[config.mk]
export PLATFORM = sky130hd
export DESIGN_NAME = gb_lcd_capture
export DESIGN_NICKNAME = d
export VERILOG_FILES = /design/src/rtl/gb_lcd_capture.sv
export SDC_FILE = /design/constraint.sdc
export NUM_CORES = 1
export LEC_CHECK = 0
export CAP_MARGIN = 20
export CORE_MARGIN = 2
export CORE_UTILIZATION = 55
export DETAILED_ROUTE_END_ITERATION = 7
export PLACE_DENSITY = 0.81
export SYNTH_ARGS = -nofsm -noshare
export SYNTH_HDL_FRONTEND = slang
export SYNTH_SLANG_ARGS = --single-unit
[constraint.sdc]
create_clock -name clk_in -period 4 [get_ports clk_in]
set_input_delay 0.6 -clock clk_in [delete_from_list [all_inputs] [get_ports clk_in]]
set_output_delay 0.6 -clock clk_in [all_outputs]
set_load 0.005 [all_outputs]
[src/rtl/gb_lcd_capture.sv]
// Game Boy LCD bus capture: oversamples the raw LCD pins, tracks the raster and emits
// cleaned pixel / frame strobes for the triple-buffered video buffer.
module gb_lcd_capture #(
    parameter int unsigned SYNC_STAGES = 2,
    parameter int unsigned H_PIXELS    = 160,
    parameter int unsigned V_LINES     = 144,
    parameter int unsigned TIMEOUT     = 65535,
    parameter int unsigned VS_WIDTH    = 4
) (
    input  logic       clk_in,
    input  logic       rst,
    input  logic       lcd_cp,
    input  logic       lcd_hsync,
    input  logic       lcd_vsync,
    input  logic [1:0] lcd_d,
    output logic       gb_pclk,
    output logic       gb_de,
    output logic       gb_vsync,
    output logic [1:0] gb_pixel,
    output logic       lcd_active,
    output logic       frame_ok,
    output logic       err_line
);

    localparam logic [7:0]  H_MAX   = 8'(H_PIXELS);
    localparam logic [7:0]  V_MAX   = 8'(V_LINES);
    localparam logic [8:0]  V_END   = 9'(V_LINES);
    localparam logic [15:0] TO_MAX  = 16'(TIMEOUT);
    localparam logic [7:0]  VS_LOAD = 8'(VS_WIDTH);

    typedef enum logic [1:0] {StWaitFrame, StLine, StHblank} state_e;

    // Stage SYNC_STAGES holds the previous synced sample; lcd_d rides alongside so the
    // data seen at a cp fall is the value present while cp was still high.
    logic [SYNC_STAGES:0][2:0] sig_sync_q;
    logic [SYNC_STAGES:0][1:0] d_sync_q;
    logic [2:0]                cur, prev;
    logic [1:0]                d_aligned;
    logic                      cp_fall, cp_edge, hs_rise, hs_fall, vs_rise;

    state_e      state_q, state_d;
    logic [7:0]  x_q, x_d, y_q, y_d;
    logic [15:0] to_cnt_q, to_cnt_d;
    logic [7:0]  vs_cnt_q, vs_cnt_d;
    logic        acc_q, acc_d;
    logic        pend_q, pend_d;
    logic [1:0]  pend_pix_q, pend_pix_d;
    logic        to_hit, cap, line_end, line_bad, vs_block;
    logic        pclk_d, de_d, active_d, frame_ok_d, err_d;
    logic [1:0]  pixel_d;

    always_ff @(posedge clk_in or posedge rst) begin
        if (rst) begin
            sig_sync_q <= '0;
            d_sync_q   <= '0;
        end else begin
            sig_sync_q <= {sig_sync_q[SYNC_STAGES-1:0], {lcd_vsync, lcd_hsync, lcd_cp}};
            d_sync_q   <= {d_sync_q[SYNC_STAGES-1:0], lcd_d};
        end
    end

    assign cur       = sig_sync_q[SYNC_STAGES-1];
    assign prev      = sig_sync_q[SYNC_STAGES];
    assign d_aligned = d_sync_q[SYNC_STAGES];
    assign cp_fall   = prev[0] & ~cur[0];
    assign cp_edge   = prev[0] ^ cur[0];
    assign hs_rise   = ~prev[1] & cur[1];
    assign hs_fall   = prev[1] & ~cur[1];
    assign vs_rise   = ~prev[2] & cur[2];

    // Raster tracking, line / frame checks and timeout.
    always_comb begin
        state_d    = state_q;
        x_d        = x_q;
        y_d        = y_q;
        acc_d      = acc_q;
        active_d   = lcd_active;
        frame_ok_d = frame_ok;
        err_d      = 1'b0;
        cap        = 1'b0;
        vs_cnt_d   = (vs_cnt_q != 8'd0) ? vs_cnt_q - 8'd1 : 8'd0;

        if (cp_edge) begin
            to_cnt_d = '0;
        end else if (to_cnt_q != TO_MAX) begin
            to_cnt_d = to_cnt_q + 16'd1;
        end else begin
            to_cnt_d = to_cnt_q;
        end
        to_hit = (to_cnt_q != TO_MAX) && (to_cnt_d == TO_MAX);

        line_end = (state_q != StWaitFrame) && (y_q < V_MAX) &&
                   (vs_rise || (hs_rise && state_q == StHblank));
        line_bad = line_end && (x_q != H_MAX);
        if (line_bad) begin
            err_d = 1'b1;
            acc_d = 1'b0;
        end

        if (vs_rise) begin
            frame_ok_d = acc_q && !line_bad && (({1'b0, y_q} + 9'd1) == V_END);
            acc_d      = 1'b1;
            state_d    = StLine;
            x_d        = '0;
            y_d        = '0;
            vs_cnt_d   = VS_LOAD;
            active_d   = 1'b1;
        end else if (hs_rise && state_q == StHblank) begin
            state_d = StLine;
            x_d     = '0;
            y_d     = (y_q != 8'hff) ? y_q + 8'd1 : y_q;
        end else if (hs_fall && state_q == StLine) begin
            state_d = StHblank;
        end

        // Line/frame resets above take effect before the pixel is placed.
        if (cp_fall) begin
            cap = (state_d != StWaitFrame) && (x_d < H_MAX) && (y_d < V_MAX);
            if (x_d != 8'hff) begin
                x_d = x_d + 8'd1;
            end
        end

        if (to_hit) begin
            state_d  = StWaitFrame;
            active_d = 1'b0;
            x_d      = '0;
            y_d      = '0;
            cap      = 1'b0;
        end
    end

    // Pixel strobe sequence: de, then de+pclk, then idle; held off while gb_vsync is high.
    always_comb begin
        vs_block   = (vs_cnt_d != 8'd0);
        de_d       = 1'b0;
        pclk_d     = 1'b0;
        pixel_d    = gb_pixel;
        pend_d     = pend_q;
        pend_pix_d = pend_pix_q;

        if (gb_de && !gb_pclk) begin
            if (vs_block) begin
                pend_d     = 1'b1;
                pend_pix_d = gb_pixel;
            end else begin
                de_d   = 1'b1;
                pclk_d = 1'b1;
            end
        end

        if (cap) begin
            pend_d     = 1'b1;
            pend_pix_d = d_aligned;
        end

        if (pend_d && !vs_block && !gb_de) begin
            de_d    = 1'b1;
            pixel_d = pend_pix_d;
            pend_d  = 1'b0;
        end

        if (to_hit) begin
            pend_d = 1'b0;
        end
    end

    always_ff @(posedge clk_in or posedge rst) begin
        if (rst) begin
            state_q    <= StWaitFrame;
            x_q        <= '0;
            y_q        <= '0;
            to_cnt_q   <= '0;
            vs_cnt_q   <= '0;
            acc_q      <= 1'b1;
            pend_q     <= 1'b0;
            pend_pix_q <= '0;
            gb_pclk    <= 1'b0;
            gb_de      <= 1'b0;
            gb_vsync   <= 1'b0;
            gb_pixel   <= '0;
            lcd_active <= 1'b0;
            frame_ok   <= 1'b0;
            err_line   <= 1'b0;
        end else begin
            state_q    <= state_d;
            x_q        <= x_d;
            y_q        <= y_d;
            to_cnt_q   <= to_cnt_d;
            vs_cnt_q   <= vs_cnt_d;
            acc_q      <= acc_d;
            pend_q     <= pend_d;
            pend_pix_q <= pend_pix_d;
            gb_pclk    <= pclk_d;
            gb_de      <= de_d;
            gb_vsync   <= vs_block;
            gb_pixel   <= pixel_d;
            lcd_active <= active_d;
            frame_ok   <= frame_ok_d;
            err_line   <= err_d;
        end
    end

endmodule

==> impl_metrics.toml <==
[run_status]
outcome = "complete, no violations"

[finish]
instances_no_fill = 477
final_common_cell = "dfrtp_1"
layout.nets = 409
layout_common_cells = "dfrtp_1 (68), nor2_1 (40), nand2_1 (33)"
stdcell_area_um2 = 4050
fill_cells = 514
antenna_cells = 0
area.growth.synth_to_final_pct = 10.8
drive_gt1_share_pct = 9.00
seqCellArea_um2 = 1730
fin_util_pct = 63.4
multi_input_area_um2 = 1790

[route]
routedWlPerCell_um = 15.2
drc = 0
vias_per_cell = 6.04
vias = 2880
drt-initial-drc-count = 182
drtAntennaViolNets = 0
wl_mm = 7.26
drtPass1Iterations = 5

[grt]
grt.overflow.total = 0
grt_usage_pct = 22.1
antenna_found_initial = 0
grt_pass1_wl_mm = 12.8
grt_max_degree = 39
grt_pass1_vias = 2724

[timing]
fmax_ghz = 0.321
hold_violations = 0
setup_viol = 0
report.final.slew_viol_count = 0
tightest_slew_ps = 685
skew_ps = 7.91
setup_ws_ps = 884
rsz0062_at_grt = "no"
post-route-period-util_pct = 77.9
fin_crit_ps = 3120
slew_headroom_pct = 53.8
setup_tns_ps = 0

[critical_path]
crit_fanout = 10
start_kind = "flip-flop"
crit_required_ps = 4230
crit_start = "to_cnt_q[0]"
rrSetupSlack_ps = 880
cp-end-kind = "flip-flop"
cp.arrival_ps = 3340
regToRegStartpoint = "to_cnt_q[0]"
r2r_end = "gb_pixel[1]"
cp-endpoint = "gb_pixel[1]"
rr_worst_depth = 8
worstSetupPathType = "reg -> reg"

[clocking]
cts_tree = "built"
clk_latency_ps = 350
path_clk_slew_ps = 80
clockBufferDepth = 2
cts_resized = 0
postCtsHoldBufs = 0
cts_setup_buffers = 0
clkSinkCount = 69
cts_buffers = 9
htreeDepth = 3
clockRootBuffer = "clkbuf_8"

[placement]
pre_cts_ws_ps = 933
dp_cells = 461
port_buffers = 14
place.gp.congestion = 0.904
placed_area_um2 = 3840
hpwl_mm = 5.03

[floorplan]
start_util_pct = 57.2
rows = 29
ios = 15
core_um2 = 6390
die_h_um = 85.5
die_w_um = 85.5
dieArea_um2 = 7320

[yosys]
synth-adder-area-share_pct = 2.40
synth_edf_count = 0
synth_mux_area_share_pct = 1.64
avgSynthCellArea_um2 = 9.57
synth_compound_area_share_pct = 13.1
synth-main-ff-cell = "dfrtp_1"
synth-simple-area-share_pct = 26.5
synthArstFlopShare_pct = 100
synth_fp_nets = 396
ys_seq_elements = 69
yosys_warnings = 0
synth_xor_area_share_pct = 5.27
syn-cell-area_um2 = 3660
synth_top_family_by_area = "simple AND/OR/NAND/NOR gates"
seq_area_frac_synth_pct = 47.3
syn_inst = 382
synthDistinctLibCells = 60

[power]
clkPwrFrac_pct = 30.9
peakVddDrop_mv = 0.344
swShare_pct = 32.5
seq_power_share_pct = 46.3
p_int_w = 0.00128
pwr-share-comb_pct = 22.8
power_leakage_nw = 1.76
p_per_area_nw_per_um2 = 468
switching_power_w = 0.000618

[hold_path]
hp-class = "reg -> reg"
min_path_cells = 0

[run]
drv_cap = 0
-- worst min path at each step --
stage	start	end	slack, ps
floorplan	sig_sync_q[0]	cur[0]	330
global placement	d_sync_q[1]	d_sync_q[3]	330
detailed placement	sig_sync_q[1]	cur[1]	340
CTS	sig_sync_q[0]	cur[0]	360
global route	d_sync_q[2]	d_aligned[0]	360
finish	sig_sync_q[0]	cur[0]	360
-- state kept, by name (all words and copies together), names as in the netlist, 2 cells and up --
signal and count:
to_cnt_q 16, vs_cnt_q 8, x_q 8, y_q 8
d_sync_q 4, cur 3, prev 3, sig_sync_q 3
d_aligned 2, gb_pixel 2, pend_pix_q 2, state_q 2
-- layout make-up --
| class | instances | share of cell area, % |
|---|---|---|
| Sequential cell | 69 | 42.6 |
| Tap cell | 77 | 2.38 |
| Clock buffer | 9 | 3.06 |
| Clock inverter | 7 | 2.07 |
| Inverter | 18 | 1.67 |
| Timing Repair Buffer | 17 | 4.01 |
| Multi-Input combinational cell | 280 | 44.2 |
-- cells by family after synthesis --
family,Yosys count
flip-flops,69
AND/OR/NAND/NOR,171
XOR/XNOR,22
AO/OA/AOI/OAI,74
multiplexers,6
buffers and inverters,33
adder cells (fa/ha/maj),7
-- Yosys cell counts (3+ instances only) --
library cell	n	area, um^2
a211oi_1	4	30.0
a21oi_1	22	110
a31oi_1	6	37.5
and3_1	5	31.3
and3_2	3	22.5
and4_1	7	61.3
buf_2	3	15.0
buf_4	3	22.5
clkbuf_1	9	33.8
dfrtp_1	68	1700
ha_1	7	87.6
inv_1	18	67.6
mux2i_1	6	60.1
nand2_1	33	124
nand2b_1	7	43.8
nand3_1	17	85.1
nand4_1	11	68.8
nor2_1	40	150
nor2b_1	3	18.8
nor3_1	17	85.1
nor4_1	5	31.3
nor4_2	3	37.5
o21ai_0	15	75.1
o22ai_1	3	18.8
xnor2_1	15	131
xor2_1	7	61.3
-- per-stage QoR --
stage          hold slack (ps)  power, W
5_1_grt                    361   0.00202
4_1_cts                    360   0.00191
3_3_place_gp               332   0.00130
6_report                   357   0.00190
3_5_place_dp               337   0.00132
2_1_floorplan              331   0.00120
-- worst max-delay path, cell delays in order, from the launching register on --
cell	delay, ps
dfrtp_1	460
ha_1	250
nand3_1	240
nor4_2	670
o21a_1	230
o211a_1	210
nand4_4	200
nor4bb_1	200
or4b_1	520
-- layer usage --
layer | track usage (%) | share of wire [%]
met1 | 29.4 | 45
met5 | 0 | 0
met4 | 7.07 | 1.5
met3 | 6.93 | 4.8
met2 | 34.8 | 48
-- power by group through the flow --
stage	sequential [W]	combinational, W	clock, W
global route	0.000892	0.000493	0.000638
finish	0.000879	0.000432	0.000586
detailed placement	0.000889	0.000432	0
floorplan	0.000860	0.000336	0
CTS	0.000877	0.000435	0.000600
global placement	0.000884	0.000418	0
No activity file was read; power rests on OpenSTA's default activity.
